<file path="src/rtl/qerv_rf_pkg.sv">
// Shared constants for the serial-core register file: register counts, CSR slots, address widths.
// Latency: n/a (declarations only).
// Backpressure: n/a.
// Build option: QERV_RF_CSR_EN adds four CSR registers (32..35) and a 6-bit register address.
package qerv_rf_pkg;

  localparam int GPR_COUNT    = 32;
  localparam int CSR_MSCRATCH = 32;
  localparam int CSR_MTVEC    = 33;
  localparam int CSR_MEPC     = 34;
  localparam int CSR_MTVAL    = 35;

`ifdef QERV_RF_CSR_EN
  localparam int RF_RW   = 6;
  localparam int RF_REGS = GPR_COUNT + 4;
`else
  localparam int RF_RW   = 5;
  localparam int RF_REGS = GPR_COUNT;
`endif

  typedef enum logic {
    RD_IDLE = 1'b0,
    RD_RUN  = 1'b1
  } rd_state_t;

  // RAM address width: register address plus word-within-register index.
  function automatic int rf_aw(input int rw, input int word_width);
    return rw + $clog2(32 / word_width);
  endfunction

endpackage

</file>
<file path="src/rtl/qerv_rf_ser.sv">
// Load-and-shift serializer: turns a RAM word into W-bit slices, LSB first, with x0 masking.
// Latency: slice 0 appears combinationally in the load cycle; slice k follows k cycles later.
// Backpressure: none; the consumer must take one slice per cycle.
// Ports: i_clk/i_rst clock and sync reset, i_load/i_word word load, i_reg read register
// (zero forces output 0), o_dat current slice.
module qerv_rf_ser #(
  parameter int W     = 1,
  parameter int width = 8,
  parameter int RW    = 5
) (
  input  logic             i_clk,
  input  logic             i_rst,
  input  logic             i_load,
  input  logic [width-1:0] i_word,
  input  logic [RW-1:0]    i_reg,
  output logic [W-1:0]     o_dat
);

  logic [width-1:0] r_buf;

  always_ff @(posedge i_clk) begin
    if (i_rst) begin
      r_buf <= '0;
    end else if (i_load) begin
      // Slice 0 goes out directly this cycle, so keep only the remainder.
      r_buf <= i_word >> W;
    end else begin
      r_buf <= r_buf >> W;
    end
  end

  // Register x0 always reads as zero no matter what the RAM holds.
  assign o_dat = (i_reg == '0) ? '0 : (i_load ? i_word[W-1:0] : r_buf[W-1:0]);

endmodule

</file>
<file path="src/rtl/qerv_rf_ram_if.sv">
// Register-file RAM responder: deserializes core write slices into RAM words and serializes
// RAM read words back into slices for both read ports.
// Latency: port 0 write 1 cycle after last slice, port 1 write 2 cycles; read slices from rreq+3.
// Backpressure: none; write and read slice streams must be contiguous.
// Ports: i_clk/i_rst; i_rreq/o_ready read handshake; i_wreg*/i_wen*/i_wdata* write slices;
// i_rreg*/o_rdata* read slices; o_waddr/o_wdata/o_wen and o_raddr/o_ren/i_rdata to the 1R1W RAM.
// Build option: QERV_RF_CSR_EN enables write port 1 and the CSR address space.
module qerv_rf_ram_if
  import qerv_rf_pkg::*;
#(
  parameter int W      = 1,
  parameter int width  = 8,
  localparam int RW    = RF_RW,
  localparam int AW    = rf_aw(RF_RW, width)
) (
  input  logic             i_clk,
  input  logic             i_rst,
  input  logic             i_rreq,
  output logic             o_ready,
  input  logic [RW-1:0]    i_wreg0,
  input  logic [RW-1:0]    i_wreg1,
  input  logic             i_wen0,
  input  logic             i_wen1,
  input  logic [W-1:0]     i_wdata0,
  input  logic [W-1:0]     i_wdata1,
  input  logic [RW-1:0]    i_rreg0,
  input  logic [RW-1:0]    i_rreg1,
  output logic [W-1:0]     o_rdata0,
  output logic [W-1:0]     o_rdata1,
  output logic [AW-1:0]    o_waddr,
  output logic [width-1:0] o_wdata,
  output logic             o_wen,
  output logic [AW-1:0]    o_raddr,
  output logic             o_ren,
  input  logic [width-1:0] i_rdata
);

  localparam int N  = 32 / W;
  localparam int K  = width / W;
  localparam int NW = 32 / width;
  localparam int LN = $clog2(N);
  localparam int LK = $clog2(K);
  localparam int LW = $clog2(NW);
  localparam int LR = LN + 1;  // read counter runs a little past N-1 for small K

  // ---------------- write path ----------------
  logic [LN-1:0]    r_wcnt;
  logic [width-1:0] r_wbuf0;
  logic             r_wen;
  logic [AW-1:0]    r_waddr;
  logic [width-1:0] r_wdata;
  logic             w_wact;
  logic             w_wlast;
  logic [LN-1:0]    w_widx;
  logic [width-1:0] w_wword0;
  logic [AW-1:0]    w_waddr0;

`ifdef QERV_RF_CSR_EN
  logic [width-1:0] r_wbuf1;
  logic [width-1:0] w_wword1;
  logic             r_p1_vld;
  logic [AW-1:0]    r_p1_addr;
  logic [width-1:0] r_p1_data;
  assign w_wact   = i_wen0 | i_wen1;
  assign w_wword1 = {i_wdata1, r_wbuf1[width-1:W]};
`else
  logic w_unused;
  assign w_wact   = i_wen0;
  assign w_unused = &{1'b0, i_wen1, i_wdata1, i_wreg1};
`endif

  assign w_wlast  = (r_wcnt[LK-1:0] == LK'(K - 1));
  assign w_widx   = r_wcnt >> LK;
  assign w_wword0 = {i_wdata0, r_wbuf0[width-1:W]};
  assign w_waddr0 = (AW'(i_wreg0) << LW) | AW'(w_widx);

  always_ff @(posedge i_clk) begin
    if (i_rst) begin
      r_wcnt  <= '0;
      r_wbuf0 <= '0;
      r_wen   <= 1'b0;
      r_waddr <= '0;
      r_wdata <= '0;
`ifdef QERV_RF_CSR_EN
      r_wbuf1   <= '0;
      r_p1_vld  <= 1'b0;
      r_p1_addr <= '0;
      r_p1_data <= '0;
`endif
    end else begin
      r_wen <= 1'b0;
      if (w_wact) r_wcnt <= r_wcnt + LN'(1);
      if (i_wen0) r_wbuf0 <= w_wword0;
`ifdef QERV_RF_CSR_EN
      // Port 1 word waits one cycle so it never shares the RAM write port with port 0.
      if (i_wen1) r_wbuf1 <= w_wword1;
      r_p1_vld <= i_wen1 && w_wlast;
      if (i_wen1 && w_wlast) begin
        r_p1_addr <= (AW'(i_wreg1) << LW) | AW'(w_widx);
        r_p1_data <= w_wword1;
      end
      if (r_p1_vld) begin
        r_wen   <= 1'b1;
        r_waddr <= r_p1_addr;
        r_wdata <= r_p1_data;
      end
`endif
      if (i_wen0 && w_wlast) begin
        r_wen   <= 1'b1;
        r_waddr <= w_waddr0;
        r_wdata <= w_wword0;
      end
    end
  end

  assign o_wen   = r_wen;
  assign o_waddr = r_waddr;
  assign o_wdata = r_wdata;

  // ---------------- read path ----------------
  rd_state_t        r_rstate, w_rstate_nxt;
  logic [LR-1:0]    r_rcnt, w_rcnt_nxt;
  logic [width-1:0] r_rstage;
  logic [LR-1:0]    w_rword, w_lcnt, w_lword;
  logic             w_stage_en;
  logic             w_rload;

  assign w_rword = r_rcnt >> LK;
  // Loads trail the rreg0 read by two cycles; w_lcnt re-bases the counter onto load phase.
  assign w_lcnt  = r_rcnt - LR'(2);
  assign w_lword = w_lcnt >> LK;

  always_ff @(posedge i_clk) begin
    if (i_rst) begin
      r_rstate <= RD_IDLE;
      r_rcnt   <= '0;
      r_rstage <= '0;
    end else begin
      r_rstate <= w_rstate_nxt;
      r_rcnt   <= w_rcnt_nxt;
      if (w_stage_en) r_rstage <= i_rdata;
    end
  end

  always_comb begin
    w_rstate_nxt = r_rstate;
    w_rcnt_nxt   = r_rcnt;
    o_ren        = 1'b0;
    o_raddr      = '0;
    o_ready      = 1'b0;
    w_stage_en   = 1'b0;
    w_rload      = 1'b0;
    if (r_rstate == RD_RUN && !i_rst) begin
      w_rcnt_nxt = r_rcnt + LR'(1);
      if (w_rword < LR'(NW)) begin
        if (r_rcnt[LK-1:0] == LK'(0)) begin
          o_ren   = 1'b1;
          o_raddr = (AW'(i_rreg0) << LW) | AW'(w_rword);
        end
        if (r_rcnt[LK-1:0] == LK'(1)) begin
          o_ren      = 1'b1;
          o_raddr    = (AW'(i_rreg1) << LW) | AW'(w_rword);
          w_stage_en = 1'b1;  // rreg0 data for this word is on i_rdata now
        end
      end
      if (r_rcnt == LR'(1)) o_ready = 1'b1;
      if (r_rcnt >= LR'(2) && w_lcnt[LK-1:0] == LK'(0) && w_lword < LR'(NW)) begin
        w_rload = 1'b1;
        if (w_lword == LR'(NW - 1)) begin
          w_rstate_nxt = RD_IDLE;
          w_rcnt_nxt   = '0;
        end
      end
    end
    if (i_rreq) begin
      w_rstate_nxt = RD_RUN;
      w_rcnt_nxt   = '0;
    end
  end

  qerv_rf_ser #(.W(W), .width(width), .RW(RW)) u_ser0 (
    .i_clk  (i_clk),
    .i_rst  (i_rst),
    .i_load (w_rload),
    .i_word (r_rstage),
    .i_reg  (i_rreg0),
    .o_dat  (o_rdata0)
  );

  qerv_rf_ser #(.W(W), .width(width), .RW(RW)) u_ser1 (
    .i_clk  (i_clk),
    .i_rst  (i_rst),
    .i_load (w_rload),
    .i_word (i_rdata),
    .i_reg  (i_rreg1),
    .o_dat  (o_rdata1)
  );

endmodule

</file>
<file path="config.mk">
export PLATFORM = sky130hd
export DESIGN_NAME = qerv_rf_ram_if
export DESIGN_NICKNAME = d
export VERILOG_FILES = /design/src/rtl/qerv_rf_pkg.sv /design/src/rtl/qerv_rf_ser.sv /design/src/rtl/qerv_rf_ram_if.sv
export SDC_FILE = /design/constraint.sdc
export NUM_CORES = 1
export LEC_CHECK = 0
export BUFFER_PORTS_ARGS = -buffer_cell sky130_fd_sc_hd__buf_2
export CAP_MARGIN = 20
export CORE_ASPECT_RATIO = 0.8
export CORE_MARGIN = 2
export CORE_UTILIZATION = 53
export CTS_CLUSTER_DIAMETER = 60
export DETAILED_ROUTE_END_ITERATION = 8
export PLACE_DENSITY = 0.76
export SLEW_MARGIN = 20
export SYNTH_ARGS = -nofsm -noshare
export SYNTH_HDL_FRONTEND = slang
export SYNTH_SLANG_ARGS = --single-unit
</file>
<file path="constraint.sdc">
create_clock -name i_clk -period 2.1 [get_ports i_clk]
set_input_delay 0.315 -clock i_clk [delete_from_list [all_inputs] [get_ports i_clk]]
set_output_delay 0.315 -clock i_clk [all_outputs]
set_load 0.01 [all_outputs]
</file>
==> out/results.txt <==
htree depth -> 3
DP HPWL -> 4.06 mm
leak pwr -> 0.00134 uW
fin worst setup slack -> -0.0845 ns
clk sinks -> 57
cell area after synthesis -> 2510 um^2
total CTS buffers -> 9
Synth area leader -> dfxtp_1
final hold vios -> 0
worst-case clock buffer depth -> 2
number of DRC markers in iteration 0 -> 134
layout cell share with drive strength beyond 1 -> 27.9%
Congestion Overflow GR -> 0
Clock transition at path regs -> 0.06 ns
unrepaired setup endpoints after global routing -> true
Synth top area share -> 45.5%
first-pass GRT wire length -> 9.67 mm
Vias -> 2309
synthesized flop and latch total -> 57
fmax -> 0.458 GHz
pin count of the biggest net entering global routing -> 50
CP Data Required Time -> 1.78 ns
DIE AREA -> 5300 um^2
Netlist cell types -> 37
GP Congestion -> 0.871
syn_area_per_cell -> 8.36 um^2
fin. max-slew vios -> 0
Die W -> 80.9 um
crit end category -> output pin
Seq/Total Area, Yosys -> 45.5%
TNS Setup -> -0.106 ns
vias per inst -> 5.33
die height -> 65.5 um
vias in the first global route -> 2033
TritonRoute pass-1 iters -> 4
EDFF count, synth -> 0
commonest non-fill, non-tap cell in the layout -> buf_2
WL/cell -> 14.0 um
top post-synthesis cells by area -> dfxtp_1 45%, a21oi_1 7.8%, nand2_1 7.2%, mux2i_1 5.6%, nand3_1 4.2%
most frequent cells in the layout -> 54 x buf_2, 53 x dfxtp_1, 48 x nand2_1, 39 x a21oi_1, 24 x nor2_1
synth warn -> 0
worst-margin pin slew -> 0.572 ns
worst-path fanout max -> 3
Antenna Diode Count -> 0
final setup vio count -> 2
worst-skew pair later-pin latency -> 0.33 ns
drt total wl -> 6.08 mm
I/O Pins -> 62
fin crit period -> 2.18 ns
gr usage total -> 24.2%
Max-cap violations -> 0
PortBufs -> 54
main flop type after synthesis -> dfxtp_1
post-synthesis net count -> 343
status -> finished with violations
# rows -> 22
Worst EP arrival -> 1.87 ns
FILL cells -> 392
initial antenna violation count -> 0
Crit Path Class -> flop to output pin
final period utilization -> 104%
Slew HR -> 61.8%
Layout area overhead -> 26.2%
Final nets -> 411
Final Skew -> 0.00861 ns
CTS tree -> built
placement-stage cell area -> 2890 um^2
maximum vdd drop -> 0.000535 V
final instance area -> 3170 um^2
crit start category -> flop
initial core utilization -> 54.9%
DRC Markers -> 0
ys async rst share -> 0%
Routed Antenna Nets -> 0
synthesized instance count -> 300
core area -> 4570 um^2
failing checks -> negative setup slack
worst hold path class -> primary input to flop
Pwr Total -> 2240 uW
PD cells -> 708 nW/um^2
Clock Tree Root -> clkbuf_8
-- critical path, cell delays in order, from the launching register on --
cell and delay (ns):
dfxtp_2 0.33, inv_2 0.08, ha_4 0.14, nor3b_4 0.23
xor2_2 0.12, nor3_4 0.23, mux2i_1 0.25, buf_2 0.16
-- cell usage after synthesis, drive strengths merged, types with 3 or more instances --
cell and number:
a211oi 6, a21oi 39, and2 5, buf 8, clkbuf 11, dfxtp 57, ha 8, inv 4
mux2i 14, nand2 49, nand3 21, nand4 3, nor2 24, nor2b 4, nor3 4, o21ai 20
xnor2 4, xor2 4
-- cells by family after synthesis --
| group | synth area share (%) |
|---|---|
| AOI/OAI and AO/OA | 15.0 |
| xor gates and xnor gates | 2.79 |
| adders and majority gates | 3.99 |
| buffers and inverters | 3.79 |
| DFF | 45.5 |
| muxes | 5.59 |
| and+or+nand+nor | 23.3 |
-- layout make-up --
| type | instances | area [um^2] | share of cell area (%) |
|---|---|---|---|
| sequential | 57 | 1150 | 36.2 |
| clock buffer | 13 | 149 | 4.70 |
| tap | 60 | 75.1 | 2.37 |
| timing repair buffer | 76 | 435 | 13.8 |
| clock inverter | 3 | 40.0 | 1.26 |
| multi-input combinational | 220 | 1310 | 41.2 |
| inverter | 4 | 15.0 | 0.474 |
-- layer usage --
layer	share of wire (%)	vias to the layer above	GRT usage [%]	wire [um]
li1	-	1170	-	-
met1	48	1058	32.8	2920
met2	45	70	36.4	2730
met3	5.8	11	7.83	353
met4	1.3	0	7.84	78
met5	0	-	0	0
-- registers in the layout, indices dropped and copies added, names as in the netlist --
| signal | count |
|---|---|
| o_waddr | 7 |
| o_wdata | 8 |
| o_wen | 1 |
| r_rcnt | 6 |
| r_rstage | 8 |
| r_rstate | 1 |
| r_wbuf0 | 7 |
| r_wcnt | 5 |
| u_ser0.r_buf | 7 |
| u_ser1.r_buf | 7 |
-- what timing repair did --
item	4_1_cts	5_1_grt
hold buffers	0	0
pin swaps	2	2
resized for setup	9	2
buffers inserted	5	2
endpoints found under the setup margin	2	8
-- where the power goes --
group	switching, uW	total, uW	leakage [uW]	internal [uW]
Combinational	89.1	155	0.000779	65.6
Clock	403	981	0.0000974	577
Sequential	12.9	1110	0.000462	1090
Total	505	2240	0.00134	1740
-- stage by stage --
stage | utilization, % | instances | worst slack [ns] | hold slack [ns]
detailed placement | 63.2 | 410 | 0.0175 | 0.444
floorplan | - | 300 | 0.120 | 0.430
global placement | 63.2 | 410 | 0.0872 | 0.438
CTS | 68.9 | 431 | -0.137 | 0.188
global route | 69.3 | 433 | -0.175 | 0.203
finish | 69.3 | 433 | -0.0845 | 0.201
-- final timing paths --
path | startpoint | end | slack [ns] | cells past startpoint
worst max-delay path | r_rcnt[2] | o_rdata0 | -0.08 | 7
worst min-delay path | i_rdata[7] | u_ser1.r_buf[6] | 0.20 | 2
worst max register to register | r_rcnt[2] | r_rcnt[2] | 0.26 | 9
worst min register to register | o_waddr[6] | o_waddr[6] | 0.45 | 2
Note: power is estimated with default switching activity, not from simulation.
